`src/rtl/rx_cmd_sequencer_pkg.sv`:
```
// Shared opcodes, FSM state encoding and ALU operand slots for the UART command sequencer.
package rx_cmd_pkg;

    localparam logic [7:0] OPC_RF_WR   = 8'hAA;
    localparam logic [7:0] OPC_RF_RD   = 8'hBB;
    localparam logic [7:0] OPC_ALU_OPS = 8'hCC;
    localparam logic [7:0] OPC_ALU_NOP = 8'hDD;

    localparam int ALU_A_ADDR = 0;
    localparam int ALU_B_ADDR = 1;

    typedef enum logic [3:0] {
        IDLE, WR_ADDR, WR_DATA, RD_ADDR, RD_WAIT,
        OP_A, OP_B, ALU_FUN, ALU_WAIT, TX_LO, TX_HI
    } state_t;

    // States that are still collecting frame bytes (rx_err aborts, timeout applies)
    function automatic logic is_collect(input state_t s);
        return (s == WR_ADDR) || (s == WR_DATA) || (s == RD_ADDR) ||
               (s == OP_A) || (s == OP_B) || (s == ALU_FUN);
    endfunction

endpackage

```
`src/rtl/rx_cmd_sequencer_if.sv`:
```
// Bus bundle between the command sequencer and its UART RX/TX, register file and ALU.
interface rx_cmd_sequencer_if #(
    parameter int DATA_W = 8,
    parameter int ADDR_W = 4
);
    logic [DATA_W-1:0]   rx_data;
    logic                rx_valid;
    logic                rx_err;
    logic                rf_wr_en;
    logic                rf_rd_en;
    logic [ADDR_W-1:0]   rf_addr;
    logic [DATA_W-1:0]   rf_wr_data;
    logic [DATA_W-1:0]   rf_rd_data;
    logic                rf_rd_valid;
    logic                alu_en;
    logic [3:0]          alu_fun;
    logic [2*DATA_W-1:0] alu_out;
    logic                alu_valid;
    logic                clk_gate_en;
    logic [DATA_W-1:0]   tx_data;
    logic                tx_valid;
    logic                tx_full;
    logic                cmd_err;

    modport master (
        input  rx_data, rx_valid, rx_err, rf_rd_data, rf_rd_valid, alu_out, alu_valid, tx_full,
        output rf_wr_en, rf_rd_en, rf_addr, rf_wr_data, alu_en, alu_fun, clk_gate_en,
               tx_data, tx_valid, cmd_err
    );

    modport slave (
        output rx_data, rx_valid, rx_err, rf_rd_data, rf_rd_valid, alu_out, alu_valid, tx_full,
        input  rf_wr_en, rf_rd_en, rf_addr, rf_wr_data, alu_en, alu_fun, clk_gate_en,
               tx_data, tx_valid, cmd_err
    );

endinterface

```
`src/rtl/rx_frame_timer.sv`:
```
// Inter-byte timeout counter: cleared on restart or when not running, pulses expire at TIMEOUT_CYCLES.
module rx_frame_timer #(
    parameter int TIMEOUT_CYCLES = 4096
) (
    input  logic CLK,
    input  logic RST,
    input  logic run,
    input  logic restart,
    output logic expire
);
    localparam int CW = $clog2(TIMEOUT_CYCLES + 1);

    logic [CW-1:0] cnt;

    assign expire = run && (cnt == CW'(TIMEOUT_CYCLES - 1));

    always_ff @(posedge CLK or negedge RST) begin
        if (!RST)                 cnt <= '0;
        else if (restart || !run) cnt <= '0;
        else if (!expire)         cnt <= cnt + 1'b1;
    end

endmodule

```
`src/rtl/rx_cmd_sequencer.sv`:
```
// Frame decoder/sequencer for UART commands: RF write/read, ALU ops, response bytes to TX FIFO.
// Optional inter-byte timeout enabled by defining RX_CMD_TIMEOUT_EN.
module rx_cmd_sequencer
    import rx_cmd_pkg::*;
#(
    parameter int DATA_W         = 8,
    parameter int ADDR_W         = 4,
    parameter int TIMEOUT_CYCLES = 4096
) (
    input  logic             CLK,
    input  logic             RST,
    rx_cmd_sequencer_if.master bus
);
    state_t state, state_nx;

    logic              rf_wr_en_q, rf_wr_en_nx;
    logic              rf_rd_en_q, rf_rd_en_nx;
    logic [ADDR_W-1:0] rf_addr_q, rf_addr_nx;
    logic [DATA_W-1:0] rf_wr_data_q, rf_wr_data_nx;
    logic              alu_en_q, alu_en_nx;
    logic [3:0]        alu_fun_q, alu_fun_nx;
    logic              cg_q, cg_nx;
    logic [DATA_W-1:0] tx_data_q, tx_data_nx;
    logic              tx_valid_q, tx_valid_nx;
    logic [DATA_W-1:0] res_hi_q, res_hi_nx;
    logic              cmd_err_q, cmd_err_nx;

    logic rx_byte, tx_xfer, tmo_exp;

    // rx_err suppresses a coincident byte
    assign rx_byte = bus.rx_valid && !bus.rx_err;
    assign tx_xfer = tx_valid_q && !bus.tx_full;

`ifdef RX_CMD_TIMEOUT_EN
    // Every accepted byte in a timed state advances the FSM, so a state change restarts the count
    rx_frame_timer #(.TIMEOUT_CYCLES(TIMEOUT_CYCLES)) u_timer (
        .CLK     (CLK),
        .RST     (RST),
        .run     (is_collect(state)),
        .restart (state_nx != state),
        .expire  (tmo_exp)
    );
`else
    assign tmo_exp = 1'b0;
`endif

    always_comb begin
        state_nx      = state;
        rf_wr_en_nx   = 1'b0;
        rf_rd_en_nx   = 1'b0;
        alu_en_nx     = 1'b0;
        cmd_err_nx    = 1'b0;
        rf_addr_nx    = rf_addr_q;
        rf_wr_data_nx = rf_wr_data_q;
        alu_fun_nx    = alu_fun_q;
        cg_nx         = cg_q;
        tx_data_nx    = tx_data_q;
        tx_valid_nx   = tx_valid_q;
        res_hi_nx     = res_hi_q;

        if (is_collect(state) && (bus.rx_err || tmo_exp)) begin
            cmd_err_nx = 1'b1;
            state_nx   = IDLE;
        end else begin
            unique case (state)
                IDLE: if (rx_byte) begin
                    if      (bus.rx_data == DATA_W'(OPC_RF_WR))   state_nx = WR_ADDR;
                    else if (bus.rx_data == DATA_W'(OPC_RF_RD))   state_nx = RD_ADDR;
                    else if (bus.rx_data == DATA_W'(OPC_ALU_OPS)) state_nx = OP_A;
                    else if (bus.rx_data == DATA_W'(OPC_ALU_NOP)) state_nx = ALU_FUN;
                    else                                          cmd_err_nx = 1'b1;
                end
                WR_ADDR: if (rx_byte) begin
                    rf_addr_nx = bus.rx_data[ADDR_W-1:0];
                    state_nx   = WR_DATA;
                end
                WR_DATA: if (rx_byte) begin
                    rf_wr_data_nx = bus.rx_data;
                    rf_wr_en_nx   = 1'b1;
                    state_nx      = IDLE;
                end
                RD_ADDR: if (rx_byte) begin
                    rf_addr_nx  = bus.rx_data[ADDR_W-1:0];
                    rf_rd_en_nx = 1'b1;
                    state_nx    = RD_WAIT;
                end
                RD_WAIT: if (bus.rf_rd_valid) begin
                    tx_data_nx  = bus.rf_rd_data;
                    tx_valid_nx = 1'b1;
                    state_nx    = TX_HI;
                end
                OP_A: if (rx_byte) begin
                    rf_addr_nx    = ADDR_W'(ALU_A_ADDR);
                    rf_wr_data_nx = bus.rx_data;
                    rf_wr_en_nx   = 1'b1;
                    state_nx      = OP_B;
                end
                OP_B: if (rx_byte) begin
                    rf_addr_nx    = ADDR_W'(ALU_B_ADDR);
                    rf_wr_data_nx = bus.rx_data;
                    rf_wr_en_nx   = 1'b1;
                    state_nx      = ALU_FUN;
                end
                ALU_FUN: if (rx_byte) begin
                    alu_fun_nx = bus.rx_data[3:0];
                    cg_nx      = 1'b1;
                    alu_en_nx  = 1'b1;
                    state_nx   = ALU_WAIT;
                end
                ALU_WAIT: if (bus.alu_valid) begin
                    tx_data_nx  = bus.alu_out[DATA_W-1:0];
                    res_hi_nx   = bus.alu_out[2*DATA_W-1:DATA_W];
                    tx_valid_nx = 1'b1;
                    cg_nx       = 1'b0;
                    state_nx    = TX_LO;
                end
                TX_LO: if (tx_xfer) begin
                    tx_data_nx = res_hi_q;
                    state_nx   = TX_HI;
                end
                TX_HI: if (tx_xfer) begin
                    tx_valid_nx = 1'b0;
                    state_nx    = IDLE;
                end
                default: state_nx = IDLE;
            endcase
        end
    end

    always_ff @(posedge CLK or negedge RST) begin
        if (!RST) begin
            state        <= IDLE;
            rf_wr_en_q   <= 1'b0;
            rf_rd_en_q   <= 1'b0;
            rf_addr_q    <= '0;
            rf_wr_data_q <= '0;
            alu_en_q     <= 1'b0;
            alu_fun_q    <= '0;
            cg_q         <= 1'b0;
            tx_data_q    <= '0;
            tx_valid_q   <= 1'b0;
            res_hi_q     <= '0;
            cmd_err_q    <= 1'b0;
        end else begin
            state        <= state_nx;
            rf_wr_en_q   <= rf_wr_en_nx;
            rf_rd_en_q   <= rf_rd_en_nx;
            rf_addr_q    <= rf_addr_nx;
            rf_wr_data_q <= rf_wr_data_nx;
            alu_en_q     <= alu_en_nx;
            alu_fun_q    <= alu_fun_nx;
            cg_q         <= cg_nx;
            tx_data_q    <= tx_data_nx;
            tx_valid_q   <= tx_valid_nx;
            res_hi_q     <= res_hi_nx;
            cmd_err_q    <= cmd_err_nx;
        end
    end

    assign bus.rf_wr_en    = rf_wr_en_q;
    assign bus.rf_rd_en    = rf_rd_en_q;
    assign bus.rf_addr     = rf_addr_q;
    assign bus.rf_wr_data  = rf_wr_data_q;
    assign bus.alu_en      = alu_en_q;
    assign bus.alu_fun     = alu_fun_q;
    assign bus.clk_gate_en = cg_q;
    assign bus.tx_data     = tx_data_q;
    assign bus.tx_valid    = tx_valid_q;
    assign bus.cmd_err     = cmd_err_q;

endmodule

```
`src/flat_wrapper.sv`:
```
// flat-port wrapper written by rule: the top's interface ports become plain ports
module rx_cmd_sequencer_flat import rx_cmd_pkg::*;
#(
    parameter int DATA_W         = 8,
    parameter int ADDR_W         = 4,
    parameter int TIMEOUT_CYCLES = 4096
)
  (CLK, RST, bus_rx_data, bus_rx_valid, bus_rx_err, bus_rf_rd_data, bus_rf_rd_valid, bus_alu_out, bus_alu_valid, bus_tx_full, bus_rf_wr_en, bus_rf_rd_en, bus_rf_addr, bus_rf_wr_data, bus_alu_en, bus_alu_fun, bus_clk_gate_en, bus_tx_data, bus_tx_valid, bus_cmd_err);
  rx_cmd_sequencer_if #(.DATA_W(DATA_W), .ADDR_W(ADDR_W)) bus_i ();
  input  logic CLK;
  input  logic RST;
  input wire logic [$bits(bus_i.rx_data)-1:0] bus_rx_data;
  input wire logic [$bits(bus_i.rx_valid)-1:0] bus_rx_valid;
  input wire logic [$bits(bus_i.rx_err)-1:0] bus_rx_err;
  input wire logic [$bits(bus_i.rf_rd_data)-1:0] bus_rf_rd_data;
  input wire logic [$bits(bus_i.rf_rd_valid)-1:0] bus_rf_rd_valid;
  input wire logic [$bits(bus_i.alu_out)-1:0] bus_alu_out;
  input wire logic [$bits(bus_i.alu_valid)-1:0] bus_alu_valid;
  input wire logic [$bits(bus_i.tx_full)-1:0] bus_tx_full;
  output wire logic [$bits(bus_i.rf_wr_en)-1:0] bus_rf_wr_en;
  output wire logic [$bits(bus_i.rf_rd_en)-1:0] bus_rf_rd_en;
  output wire logic [$bits(bus_i.rf_addr)-1:0] bus_rf_addr;
  output wire logic [$bits(bus_i.rf_wr_data)-1:0] bus_rf_wr_data;
  output wire logic [$bits(bus_i.alu_en)-1:0] bus_alu_en;
  output wire logic [$bits(bus_i.alu_fun)-1:0] bus_alu_fun;
  output wire logic [$bits(bus_i.clk_gate_en)-1:0] bus_clk_gate_en;
  output wire logic [$bits(bus_i.tx_data)-1:0] bus_tx_data;
  output wire logic [$bits(bus_i.tx_valid)-1:0] bus_tx_valid;
  output wire logic [$bits(bus_i.cmd_err)-1:0] bus_cmd_err;
  assign bus_i.rx_data = bus_rx_data;
  assign bus_i.rx_valid = bus_rx_valid;
  assign bus_i.rx_err = bus_rx_err;
  assign bus_i.rf_rd_data = bus_rf_rd_data;
  assign bus_i.rf_rd_valid = bus_rf_rd_valid;
  assign bus_i.alu_out = bus_alu_out;
  assign bus_i.alu_valid = bus_alu_valid;
  assign bus_i.tx_full = bus_tx_full;
  assign bus_rf_wr_en = bus_i.rf_wr_en;
  assign bus_rf_rd_en = bus_i.rf_rd_en;
  assign bus_rf_addr = bus_i.rf_addr;
  assign bus_rf_wr_data = bus_i.rf_wr_data;
  assign bus_alu_en = bus_i.alu_en;
  assign bus_alu_fun = bus_i.alu_fun;
  assign bus_clk_gate_en = bus_i.clk_gate_en;
  assign bus_tx_data = bus_i.tx_data;
  assign bus_tx_valid = bus_i.tx_valid;
  assign bus_cmd_err = bus_i.cmd_err;
  rx_cmd_sequencer #(.DATA_W(DATA_W), .ADDR_W(ADDR_W), .TIMEOUT_CYCLES(TIMEOUT_CYCLES)) u_core (.CLK(CLK), .RST(RST), .bus(bus_i));
endmodule
```
`config.mk`:
```
export PLATFORM = sky130hd
export DESIGN_NAME = rx_cmd_sequencer_flat
export DESIGN_NICKNAME = d
export VERILOG_FILES = /design/src/rtl/rx_cmd_sequencer_pkg.sv /design/src/rtl/rx_cmd_sequencer_if.sv /design/src/rtl/rx_frame_timer.sv /design/src/rtl/rx_cmd_sequencer.sv /design/src/flat_wrapper.sv
export SDC_FILE = /design/constraint.sdc
export NUM_CORES = 1
export LEC_CHECK = 0
export BUFFER_PORTS_ARGS = -buffer_cell sky130_fd_sc_hd__buf_2
export CAP_MARGIN = 10
export CORE_ASPECT_RATIO = 1.1
export CORE_MARGIN = 1
export CORE_UTILIZATION = 52
export CTS_BUF_LIST = sky130_fd_sc_hd__clkbuf_8
export CTS_CLUSTER_DIAMETER = 80
export DETAILED_ROUTE_END_ITERATION = 12
export GPL_ROUTABILITY_DRIVEN = 0
export PLACE_DENSITY = 0.82
export SETUP_SLACK_MARGIN = 0.1
export SYNTH_ARGS = -nofsm -noshare
export SYNTH_HDL_FRONTEND = slang
export SYNTH_SLANG_ARGS = --single-unit
```
`constraint.sdc`:
```
create_clock -name CLK -period 2.4 [get_ports CLK]
set_input_delay 0.12 -clock CLK [delete_from_list [all_inputs] [get_ports CLK]]
set_output_delay 0.12 -clock CLK [all_outputs]
set_load 0.05 [all_outputs]
```
# Word-level counts from Yosys, hierarchy flattened
# Cells that the tools add are included.
# totals
regBits	42
in_bits	39
# op_classes
n_reduce_logical	25
mux	45
bitwise	1
n_eq_ne	34
# op_table
cell	count
$mux W4	18
$pmux W4 S11	1
$eq A8 B8 Y1 const B	4
$mux W8	3
$ne A3 B2 Y1 const B	8
$pmux W8 S3	1
$mux W1	19
$eq A4 B3 Y1 const B	4
$reduce_and A5 Y1	3
$eq A4 B4 Y1 const B	3
$ne A2 B1 Y1 const B	6
$pmux W4 S3	1
$reduce_and A12 Y1	1
$ne A3 B1 Y1 const B	3
$reduce_and A3 Y1	3
$reduce_bool A3 Y1	3
$eq A4 B2 Y1 const B	2
$ne A6 B1 Y1 const B	1
$logic_or A1 B1 Y1	5
$eq A4 B1 Y1 const B	1
$logic_not A4 Y1	1
$ne A2 B2 Y1 const B	2
$reduce_and A4 Y1	1
$logic_and A1 B1 Y1	3
7 further kinds	8

# Depth between registers and ports, before layout
# Gate-level depths: netlist of run 1.
# logic_depth
depth_word	9
depth_mapped	7
mapped_depth_nobuf	5

# Worst setup path before layout of run 1
# No wires, ideal clock.
# synth_path
path_kind	register to register
startpoint	register u_core.state[3]
endpoint	register u_core.state[0]
setup_ns	0.125
path_slack_ns	0.757
synth_period_minus_slack_ns	1.643
stages_incl_launch_ff	6
required_time_ns	2.275
t_arrival_ns	1.518
cell_sequence	dfrtp_1 buf_2 or3_1 a32o_2 o21ai_4 mux2_4
# synth_via
elab_chain_len	9
elab_cells_between_ends	32
classes_between	eq/ne: 22; mux: 2; reduce/logical: 8
# synth_lines
element	line	source
start: declaration	rx_cmd_sequencer.sv:14	state_t state, state_nx;
start signal: assignment	rx_cmd_sequencer.sv:145	state <= state_nx;
$eq A4 B1 Y1 or $eq A4 B2 Y1 (tied branches)	rx_cmd_sequencer_pkg.sv:19, rx_cmd_sequencer.sv:65	
$logic_or A1 B1 Y1 (3 in a row)	rx_cmd_sequencer_pkg.sv:19	return (s == WR_ADDR) || (s == WR_DATA) || (s == RD_ADDR) ||
$logic_or A1 B1 Y1 (2 in a row)	rx_cmd_sequencer_pkg.sv:20	(s == OP_A) || (s == OP_B) || (s == ALU_FUN);
$logic_and A1 B1 Y1	rx_cmd_sequencer.sv:61	if (is_collect(state) && (bus.rx_err || tmo_exp)) begin
$ne A6 B1 Y1 (no line) (tied with other cells)	n/a	
$reduce_and A12 Y1 (no line)	n/a	
# Parallel ways exist; a longest one is shown, timed or not.
# A chain may end at the register's enable or synchronous reset.

# Worst setup path in the final report of run 1
# layout_path
startpoint	register u_core.state[0]
endpoint	register u_core.state[3]
# Same word-level chain as after synthesis.

==> metrics.md, run 1 <==
| Metric | Value |
|---|---|
| Critical path class | `reg2reg` |
| DRT iter0 DRCs | `89` |
| Post-cts hold buffer count | `1` |
| Ys Warns | `0` |
| Wire per inst | `14.1 um` |
| Final Max Tran Viols | `0` |
| Slew @ Worst Pin | `911 ps` |
| Worst EP required | `2580 ps` |
| Pin count of the biggest net entering global routing | `43` |
| Vias in the first global route | `1,674` |
| Number of max-cap violations | `0` |
| Critical path's largest stage delay | `700 ps` |
| I/O Buffers | `68` |
| Setup_tns | `0 ps` |
| Crit path max fanout | `16` |
| Syn nets | `243` |
| First-pass GRT wire length | `7810 um` |
| Hold Path Class | `in2reg` |
| Clk sinks | `42` |
| Total GRT Usage | `24.0%` |
| Chip width | `62.7 um` |
| Initial Utilization | `55.9%` |
| Via-per-instance ratio | `5.34` |
| Critical path endpoint category | `flop` |
| Worst vdd ir | `0.966 mV` |
| Startpoint types | `flop` |
| Cell family with most CP delay | `flip-flops` |
| Seq/Total Area, Yosys | `49.9%` |
| Setup slack after layout | `410 ps` |
| Rows | `23` |
| # IOs | `69` |
| # nets final | `313` |
| Adder-Cell Fraction of Synth Area | `0%` |
| Fin crit share | `82.9%` |
| CTS max path bufs | `2` |
| Setup slack at placement | `440 ps` |
| Commonest non-fill, non-tap cell in the layout | `buf_2` |
| Fmax | `0.502 GHz` |
| Area of the core | `3770 um2` |
| Worst path slowest cell | `dfrtp_1` |
| Critical Path, Cell by Cell | `nor2_2 -> or3_1 -> a32o_2 -> o21ai_4 -> mux2_4` |
| Mux share of post-synthesis cell area | `16.4%` |
| Die ar. | `4310 um2` |
| CTS tree | `built` |
| PwrDens | `1470 nW/um2` |
| Clock root buffer | `clkbuf_8` |
| Clock Latency Late Sink | `290 ps` |
| Ys async rst share | `100%` |
| Period minus WS final | `1990 ps` |
| Worst Path Buf+Inv | `0` |
| Layout cells sized above 1 | `39.3%` |
| Post-DP HPWL | `3360 um` |
| Die Span Y | `68.8 um` |
| Rel. slew slack | `39.3%` |
| Outcome | `finished clean` |
| LEAKAGE | `1.28 nW` |
| TritonCTS buffer count | `5` |
| Main synth FF type | `dfrtp_1` |
| Mapped Cells | `204` |
| Clk_skew | `1.36 ps` |
| Clock-pin transition on the worst setup and hold timing paths | `80 ps` |
| Initial antenna violation count | `0` |
| Via count | `1,736` |
| RSZ-0062 raised after global routing | `false` |
| 1st-pass router iterations | `4` |
| Syn avg cell area | `10.3 um2` |
| Main combinational cell family by area after synthesis | `multiplexers` |
| Post-synthesis cell area | `2110 um2` |
| WL final | `4570 um` |
| N_diodes | `0` |
| Grt ovf | `0` |
| Layout area overhead | `22.0%` |
| Post-synth EDFFs | `0` |
| Crit path DAT | `2170 ps` |
| Post-CTS Resized | `0` |
| Post-CTS setup buffer count | `0` |
| Commonest cells after routing, fill and taps aside | `buf_2, dfrtp_1, nand2_1` |
| Setup Viol. Count Final | `0` |
| Compound-cell area share of the yosys netlist | `13.7%` |
| Post-route ant nets | `0` |
| Synth Register Bits | `42` |
| Synth Area in XOR/XNOR | `1.66%` |
| Distinct cells, synth | `39` |
| Simple-gate share of the synthesized area | `15.0%` |
| DR DRC count | `0` |
| H-tree depth | `2` |
| Fin. Hold Viols | `0` |
==> cells in the mapped netlist, types with 2 or more instances <==
cell / count / share of area (%)
a21oi_1: 7 / 1.7
dfrtp_1: 42 / 50
nand3_1: 5 / 1.2
nor2_2: 2 / 0.59
mux2_4: 2 / 1.4
nor3b_1: 2 / 0.71
o22ai_1: 4 / 1.2
nor2_1: 13 / 2.3
mux2i_1: 9 / 4.3
buf_2: 4 / 0.95
inv_1: 3 / 0.53
nand2_1: 32 / 5.7
nand2b_1: 5 / 1.5
o21ai_0: 23 / 5.5
xnor2_1: 2 / 0.83
mux2_2: 20 / 11
buf_4: 3 / 1.1
xor2_1: 2 / 0.83
o21ai_1: 3 / 0.71
or3_1: 2 / 0.59
==> sequential cells by signal (all words and copies together) (netlist names) <==
name                    cells
u_core.bus.rf_wr_data       8
u_core.bus.tx_data          8
u_core.res_hi_q             8
u_core.bus.alu_fun          4
u_core.bus.rf_addr          4
u_core.state                4
u_core.bus.alu_en           1
u_core.bus.clk_gate_en      1
u_core.bus.cmd_err          1
u_core.bus.rf_rd_en         1
u_core.bus.rf_wr_en         1
u_core.bus.tx_valid         1
==> final timing paths <==
check                                       from                    end  slack, ps  cells past startpoint
min in group asynchronous                    RST     u_core.res_hi_q[0]        490                      2
min                              bus_alu_out[10]     u_core.res_hi_q[2]         60                      2
max                              u_core.state[0]        u_core.state[3]        410                      5
max reg2reg                      u_core.state[0]        u_core.state[3]        410                      5
max in group asynchronous                    RST  u_core.bus.tx_data[6]       1330                      2
min reg2reg                u_core.bus.tx_data[3]  u_core.bus.tx_data[3]        480                      2
==> per-stage QoR <==
stage                     util (%)  instance area (um2)  cells  hold slack (ps)  total power, mW
after CTS                     68.2                 2570    325             54.9             3.78
after global routing          68.2                 2570    325             47.0             4.03
after floorplan                  -                 2110    204             -176             2.90
after global placement        65.6                 2470    316              300             3.29
final                         68.2                 2570    325             59.1             3.77
after detailed placement      65.6                 2470    316              307             3.33
==> cell families after synthesis <==
logic type                count (synthesis)
AOI/OAI and AO/OA                        48
xor gates and xnor gates                  4
buffers and inverters                    12
DFF                                      42
muxes                                    31
and+or+nand+nor                          67
==> report_power, final <==
group,switching [mW],internal (mW)
sequential,0.254,1.02
clock,0.239,0.201
combinational,1.37,0.684
==> routing by layer <==
layer,share of wire [%],GRT usage (%),wire length [um]
met1,45,30.6,2060
met2,48,39.7,2200
met3,5.4,5.43,246
met4,1.4,10.5,65
met5,0,0,0
==> cell type report <==
class,instances,area (um2)
inverters,3,11.3
repair buffers,72,373
multi-input cells,150,986
flip-flops and latches,42,1050
well taps,50,62.6
clock buffers,5,68.8
fillers,306,1200
clock inverters,3,17.5
Note: power is estimated with default switching activity, not from simulation.
==> run 2, diff against run 1 <==
--- a/config.mk
+++ b/config.mk
@@ -5,6 +5,7 @@
 export SDC_FILE = /design/constraint.sdc
 export NUM_CORES = 1
 export LEC_CHECK = 0
+export ABC_AREA = 1
 export BUFFER_PORTS_ARGS = -buffer_cell sky130_fd_sc_hd__buf_2
 export CAP_MARGIN = 10
 export CORE_ASPECT_RATIO = 1.1
@@ -14,7 +15,7 @@
 export CTS_CLUSTER_DIAMETER = 80
 export DETAILED_ROUTE_END_ITERATION = 12
 export GPL_ROUTABILITY_DRIVEN = 0
-export PLACE_DENSITY = 0.82
+export PLACE_DENSITY = 0.81
 export SETUP_SLACK_MARGIN = 0.1
 export SYNTH_ARGS = -nofsm -noshare
 export SYNTH_HDL_FRONTEND = slang
==> constraint.sdc (replaced) <==
create_clock -name CLK -period 2.1 [get_ports CLK]
set_input_delay 0.105 -clock CLK [delete_from_list [all_inputs] [get_ports CLK]]
set_output_delay 0.105 -clock CLK [all_outputs]
set_load 0.05 [all_outputs]
==> run 2 against run 1 <==
  * Largest power group unchanged
  * Register-to-register slack worse by 30 ps
  * Critical path type unchanged
  * Sequential power is 5% higher
  * Flip-flop and latch count stayed put
  * Die area is 2.3% higher
  * Final area is 3.2% higher
  * Core utilization is 1.3 points lower
==> metrics.md, run 2 <==
| Metric | Value |
|---|---|
| DR DRC count | `0 (unchanged)` |
| Slew @ Worst Pin | `882 ps (-29.3 ps)` |
| Commonest cells after routing, fill and taps aside | `nand2_1, buf_2, dfrtp_1` |
| Syn avg cell area | `7.41 um2 (-28%)` |
| Placed cell area | `2540 um2 (+2.8%)` |
| Period minus WS final | `1730 ps (-265 ps)` |
| RSZ-0062 raised after global routing | `false` |
| Post-synth top cells | `nand2_1, dfrtp_1, inv_1` |
| Main synth FF type | `dfrtp_1` |
| Mapped Cells | `291 (+43%)` |
| Via count | `2,011 (+16%)` |
| Flop pwr share | `32.8% (-1.0 points)` |
| # nets final | `405 (+29%)` |
| Most Crowded Layer GR | `met2` |
| Pin count of the biggest net entering global routing | `43 (unchanged)` |
| Setup Viol. Count Final | `0 (unchanged)` |
| Rel. slew slack | `41.2% (+2.0 points)` |
| Post-CTS Resized | `0 (unchanged)` |
| Layout area overhead | `22.9%` |
| H-tree depth | `2 (unchanged)` |
| Clk pwr share | `11.9% (+0.2 points)` |
| GR Layer Usage met3 | `4.28% (-1.2 points)` |
| TritonCTS buffer count | `5 (unchanged)` |
| DRT iter0 DRCs | `144 (+62%)` |
| Compound-cell area share of the yosys netlist | `10.3% (-3.5 points)` |
| Post-DP HPWL | `3640 um (+8.3%)` |
| Count leader, synth | `nand2_1` |
| Crit. Startpoint | `u_core.state[2]` |
| Seq/Total Area, Yosys | `48.7% (-1.2 points)` |
| Startpoint types | `flop` |
| Clock root buffer | `clkbuf_8` |
| First-pass GRT wire length | `7800 um (-0.17%)` |
| P_int | `1.96 mW (+3.0%)` |
| Worst EP required | `2280 ps (-300 ps)` |
| Setup slack at placement | `313 ps (-127 ps)` |
| Comb pwr share | `55.2% (+0.7 points)` |
| Setup slack after layout | `375 ps (-34.8 ps)` |
| Crit path max fanout | `10 (-6)` |
| Worst vdd ir | `0.738 mV (-24%)` |
| I/O Buffers | `68 (unchanged)` |
| Final instance area | `2650 um2 (+3.2%)` |
| Layout cells sized above 1 | `26.5% (-13 points)` |
| Ys Warns | `0 (unchanged)` |
| Fin crit share | `82.2% (-0.78 points)` |
| Chip width | `63.4 um (+1.1%)` |
| WL final | `4690 um (+2.6%)` |
| Mux share of post-synthesis cell area | `0% (-16 points)` |
| N_diodes | `0 (unchanged)` |
| Post-synthesis cell area | `2160 um2 (+2.4%)` |
| Synth Register Bits | `42 (unchanged)` |
| Crit path DAT | `1900 ps (-270 ps)` |
| Psw | `2.08 mW (+12%)` |
| Yosys top cell area share | `48.7% (-1.2 points)` |
| Outcome | `finished clean` |
| Initial Utilization | `54.4% (-1.5 points)` |
| Area of the core | `3960 um2 (+5.1%)` |
| Area occupied by multi-input gates | `928 um2 (-5.8%)` |
| Rows | `24 (+4.3%)` |
| Grt ovf | `0 (unchanged)` |
| Filler cells | `346 (+13%)` |
| Initial antenna violation count | `0 (unchanged)` |
| Critical path endpoint category | `flop` |
| Total GRT Usage | `22.7% (-1.3 points)` |
| Hold Path Class | `in2reg` |
| Die Span Y | `69.6 um (+1.1%)` |
| Die ar. | `4410 um2 (+2.3%)` |
| Fmax | `0.580 GHz (+15%)` |
| Post-synth EDFFs | `0 (unchanged)` |
| GR Util met2 | `36.2% (-3.5 points)` |
| Final Hold Slack | `19.3 ps (-39.8 ps)` |
| Post-Route Utilization | `66.9% (-1.3 points)` |
| Post-Place Cells | `409 (+29%)` |
| Setup_tns | `0 ps (unchanged)` |
| Met1 Usage GRT | `30.3% (-0.27 points)` |
| Clk sinks | `42 (unchanged)` |
| Worst R2R Start | `u_core.state[2]` |
| Vias in the first global route | `1,775 (+6.0%)` |
| CTS max path bufs | `2 (unchanged)` |
| Commonest non-fill, non-tap cell in the layout | `nand2_1` |
| Finished Layout Cells | `418 (+29%)` |
| Distinct cells, synth | `24 (-38%)` |
| Synth Area in XOR/XNOR | `0% (-1.7 points)` |
| Final Max Tran Viols | `0 (unchanged)` |
| Critical path class | `reg2reg` |
| Post-route ant nets | `0 (unchanged)` |
| Syn nets | `330 (+36%)` |
| Clock-pin transition on the worst setup and hold timing paths | `80 ps (about the same)` |
| Main combinational cell family by area after synthesis | `simple AND/OR/NAND/NOR gates` |
| Number of max-cap violations | `0 (unchanged)` |
| Ys async rst share | `100% (unchanged)` |
| CTS tree | `built` |
| PwrDens | `1530 nW/um2 (+4.2%)` |
| Via-per-instance ratio | `4.81 (-9.9%)` |
| Top cells by area, synth | `dfrtp_1, nand2_1, inv_1` |
| Adder-Cell Fraction of Synth Area | `0% (unchanged)` |
| LEAKAGE | `1.49 nW (+17%)` |
| Register area | `1050 um2 (unchanged)` |
| Wire per inst | `11.2 um (-20%)` |
| Cell taking the most area after synthesis | `dfrtp_1` |
| Switching Share | `51.5% (+2.1 points)` |
| Hold Crit Start | `bus_alu_out[10]` |
| Clk_skew | `5.42 ps (+4.07 ps)` |
| Clock Latency Late Sink | `290 ps (about the same)` |
| # IOs | `69 (unchanged)` |
| Tot Pwr | `4.05 mW (+7.4%)` |
| Fin. Hold Viols | `0 (unchanged)` |
| 1st-pass router iterations | `4 (unchanged)` |
| Simple-gate share of the synthesized area | `32.8% (+18 points)` |
==> run 2: cell types whose count changed in the layout (fill, tap and decap cells not counted), sizes merged, moves of 2 or more <==
cell    delta
nor3       +2
o22ai      -4
mux2i      -9
mux2      -22
nand2b     -5
xor2       -2
xnor2      -2
nand3      +9
or3        -2
nand2     +91
a21oi      -2
inv       +36
o21ai      +2
nor2      +10
==> run 2: cell families after synthesis <==
kind of cell / Yosys count
simple gates: 167
compound gates: 39
flops: 42
buf+inv: 43
==> run 2: power by group through the flow <==
stage	Sequential, mW	Clock, mW	Combinational, mW
finish	1.33	0.483	2.23
detailed placement	1.34	0	2.20
CTS	1.33	0.497	2.20
global placement	1.33	0	2.17
floorplan	2.16	0	0.897
global route	1.38	0.531	2.43
==> run 2: cell type report <==
cell class | count | share of cell area [%]
flip-flops and latches | 42 | 39.6
inverters | 40 | 5.66
multi-input cells | 206 | 35.0
well taps | 52 | 2.45
clock inverters | 2 | 0.378
clock buffers | 5 | 2.60
repair buffers | 71 | 14.3
==> run 2: timing repair <==
item | in CTS | in global routing
endpoints found under the hold margin | 42 | 0
setup buffers | 0 | 1
endpoints found under the setup margin | 0 | 3
hold buffers | 1 | 0
==> run 2: metal layers <==
metal,share of wire [%],wire length [um],vias up
li1,-,-,1047
met1,46,2170,889
met2,47,2210,66
met3,4.8,223,9
met4,1.8,85,0
met5,0,0,-
==> run 2: worst max-delay path, cell delays in order, from the launching register on <==
cell     delay (ps)
dfrtp_1         430
inv_1           100
nand2_2         100
nor2_4          260
inv_1            70
nor2_1          300
inv_1           190
nand2_1         100
nand2_1          60
==> run 2: final timing paths <==
check / to / slack [ps] / depth (start not counted)
max reg2reg: u_core.res_hi_q[0] / 370 / 8
min in group asynchronous: u_core.bus.tx_data[5] / 470 / 2
max: u_core.res_hi_q[0] / 370 / 8
min: u_core.res_hi_q[2] / 20 / 3
min reg2reg: u_core.res_hi_q[1] / 480 / 2
max in group asynchronous: u_core.bus.clk_gate_en / 1080 / 2
==> run 3, diff against run 2 <==
--- a/config.mk
+++ b/config.mk
@@ -5,17 +5,17 @@
 export SDC_FILE = /design/constraint.sdc
 export NUM_CORES = 1
 export LEC_CHECK = 0
-export ABC_AREA = 1
+export ABC_AREA = 0
 export BUFFER_PORTS_ARGS = -buffer_cell sky130_fd_sc_hd__buf_2
 export CAP_MARGIN = 10
 export CORE_ASPECT_RATIO = 1.1
 export CORE_MARGIN = 1
-export CORE_UTILIZATION = 52
+export CORE_UTILIZATION = 47
 export CTS_BUF_LIST = sky130_fd_sc_hd__clkbuf_8
 export CTS_CLUSTER_DIAMETER = 80
 export DETAILED_ROUTE_END_ITERATION = 12
 export GPL_ROUTABILITY_DRIVEN = 0
-export PLACE_DENSITY = 0.81
+export PLACE_DENSITY = 0.78
 export SETUP_SLACK_MARGIN = 0.1
 export SYNTH_ARGS = -nofsm -noshare
 export SYNTH_HDL_FRONTEND = slang
==> constraint.sdc (replaced) <==
create_clock -name CLK -period 1.4 [get_ports CLK]
set_input_delay 0.07 -clock CLK [delete_from_list [all_inputs] [get_ports CLK]]
set_output_delay 0.07 -clock CLK [all_outputs]
set_load 0.05 [all_outputs]
==> run 3 against run 2 <==
  * Largest cell class is now multi-input gates
  * Global-route usage up 4.3 points
  * Highest routed layer unchanged
  * Setup slack worse by 580 ps
  * Flip-flop and latch count unchanged
  * Critical endpoint is now u_core.bus.alu_fun[0]
  * Critical path type unchanged
  * The run now ends with negative setup slack left
==> metrics.md, run 3 (same netlist as run 1, synthesis figures left out) <==
| Metric | Value |
|---|---|
| Setup Viol. Count Final | `38 (+38)` |
| Via count | `2,095 (+4.2%)` |
| Area of the core | `4290 um2 (+8.1%)` |
| Failing checks | `negative setup slack` |
| Vias in the first global route | `2,006 (+13%)` |
| R2r setup slk | `-210 ps (-580 ps)` |
| Clock root buffer | `clkbuf_8` |
| Clock-pin transition on the worst setup and hold timing paths | `80 ps (about the same)` |
| Initial Utilization | `49.2% (-5.3 points)` |
| Rows | `25 (+4.2%)` |
| Wire per inst | `17.5 um (+56%)` |
| Final Hold Slack | `8.54 ps (-10.7 ps)` |
| DR DRC count | `0 (unchanged)` |
| Hold Crit Start | `bus_alu_out[11]` |
| Fin crit share | `115% (+32 points)` |
| CTS tree | `built` |
| CTS max path bufs | `2 (unchanged)` |
| Die Span Y | `72.2 um (+3.8%)` |
| Layout cells sized above 1 | `56.5% (+30 points)` |
| Setup slack at placement | `-208 ps (-521 ps)` |
| Worst R2R Start | `u_core.state[1]` |
| H-tree depth | `2 (unchanged)` |
| Clock Latency Late Sink | `300 ps (about the same)` |
| Critical path class | `reg2reg` |
| R2R depth | `5 (-3)` |
| Setup slack after layout | `-205 ps (-580 ps)` |
| # nets final | `363 (-10%)` |
| WL final | `6620 um (+41%)` |
| Worst Path Buf+Inv | `1 (-2)` |
| Min-Delay Path Depth | `2 (-1)` |
| Crit path DAT | `1790 ps (-110 ps)` |
| First-pass GRT wire length | `9560 um (+23%)` |
| Critical path endpoint category | `flop` |
| Finished Layout Cells | `378 (-9.6%)` |
| Worst Hold End | `u_core.res_hi_q[3]` |
| Final instance area | `3230 um2 (+22%)` |
| Total GRT Usage | `27.0% (+4.3 points)` |
| Commonest cells after routing, fill and taps aside | `buf_2, buf_4, dfrtp_1` |
| Outcome | `complete, but fails checks` |
| RSZ-0062 raised after global routing | `true` |
| PwrDens | `2520 nW/um2 (+65%)` |
| Filler cells | `273 (-21%)` |
| Grt ovf | `0 (unchanged)` |
| Final Max Tran Viols | `0 (unchanged)` |
| I/O Buffers | `68 (unchanged)` |
| DRT iter0 DRCs | `76 (-47%)` |
| Hold Path Class | `in2reg` |
| Placed cell area | `2790 um2 (+9.9%)` |
| Rel. slew slack | `62.7% (+21 points)` |
| Fin. Hold Viols | `0 (unchanged)` |
| N_diodes | `0 (unchanged)` |
| TritonCTS buffer count | `5 (unchanged)` |
| Via-per-instance ratio | `5.54 (+15%)` |
| R2r endpoint | `u_core.bus.alu_fun[0]` |
| Critical path's largest stage delay | `460 ps (+30 ps)` |
| Slew @ Worst Pin | `559 ps (-322 ps)` |
| Worst path slowest cell | `dfrtp_2` |
| LEAKAGE | `1.59 nW (+6.5%)` |
| Crit path max fanout | `8 (-2)` |
| Startpoint types | `flop` |
| Number of max-cap violations | `0 (unchanged)` |
| Pin count of the biggest net entering global routing | `43 (unchanged)` |
| Post-route ant nets | `0 (unchanged)` |
| Chip width | `65.8 um (+3.8%)` |
| Post-Route Utilization | `75.4% (+8.6 points)` |
| Post-DP HPWL | `4000 um (+10%)` |
| Commonest non-fill, non-tap cell in the layout | `buf_2` |
| # IOs | `69 (unchanged)` |
| Critical Path, Cell by Cell | `buf_6 -> nand2_2 -> or2_4 -> nor2_4 -> mux2_4` |
| Worst vdd ir | `1.56 mV (+110%)` |
| 1st-pass router iterations | `4 (unchanged)` |
| Period minus WS final | `1610 ps (-120 ps)` |
| Die ar. | `4760 um2 (+7.8%)` |
| Layout area overhead | `53.4%` |
| Post-Place Cells | `355 (-13%)` |
| Fmax | `0.623 GHz (+7.5%)` |
| Initial antenna violation count | `0 (unchanged)` |
| Clk_skew | `8.96 ps (+3.54 ps)` |
| Cell family with most CP delay | `simple AND/OR/NAND/NOR gates` |
| Worst EP required | `1580 ps (-700 ps)` |
| Clk sinks | `42 (unchanged)` |
[run 3: timing repair]
action / CTS / global route
gates cloned: 1 / 1
resized for setup: 18 / 32
hold endpoints to repair: 43 / 1
pin swaps: 9 / 9
hold buffers: 2 / 1
endpoints found under the setup margin: 40 / 41
setup buffers: 2 / 9
[run 3: metrics by stage]
stage	setup TNS, ps	total power, mW
2_1_floorplan	-1170	5.07
3_3_place_gp	-3230	6.16
3_5_place_dp	-4610	6.26
4_1_cts	-3280	7.52
5_1_grt	-5030	8.54
6_report	-3560	8.14
[run 3: final cells by class]
class	count	area, um2	area share [%]
inverter	3	18.8	0.580
multi-input combinational	151	1190	36.9
tap	54	67.6	2.09
timing repair buffer	121	785	24.3
sequential	42	1060	32.7
clock inverter	1	30.0	0.929
clock buffer	6	82.6	2.55
[run 3: routing by layer]
layer | vias up | GRT usage (%) | share of wire (%) | wire length (um)
met5 | - | 0 | 0 | 0
met1 | 1009 | 33.4 | 41 | 2680
met4 | 0 | 15.0 | 4.3 | 285
met3 | 27 | 6.60 | 5.8 | 385
li1 | 955 | - | - | -
met2 | 104 | 43.0 | 49 | 3260
[run 3: report_power, final]
part / total [mW] / leakage (nW) / switching (mW) / internal (mW)
Sequential: 2.13 / 0.523 / 0.370 / 1.76
Combinational: 5.00 / 1.01 / 3.01 / 1.99
Clock: 1.00 / 0.0573 / 0.434 / 0.571
Total: 8.14 / 1.59 / 3.81 / 4.32
[run 3: how the worst max path moves through the flow]
stage | from | end | slack, ps | cells after the start
global placement | u_core.state[3] | u_core.state[3] | -180 | 4
detailed placement | u_core.state[3] | u_core.state[0] | -210 | 4
CTS | u_core.state[3] | u_core.state[0] | -210 | 4
finish | u_core.state[1] | u_core.bus.alu_fun[0] | -210 | 5
floorplan | u_core.state[3] | u_core.state[0] | -210 | 5
global route | u_core.state[1] | u_core.state[1] | -260 | 5
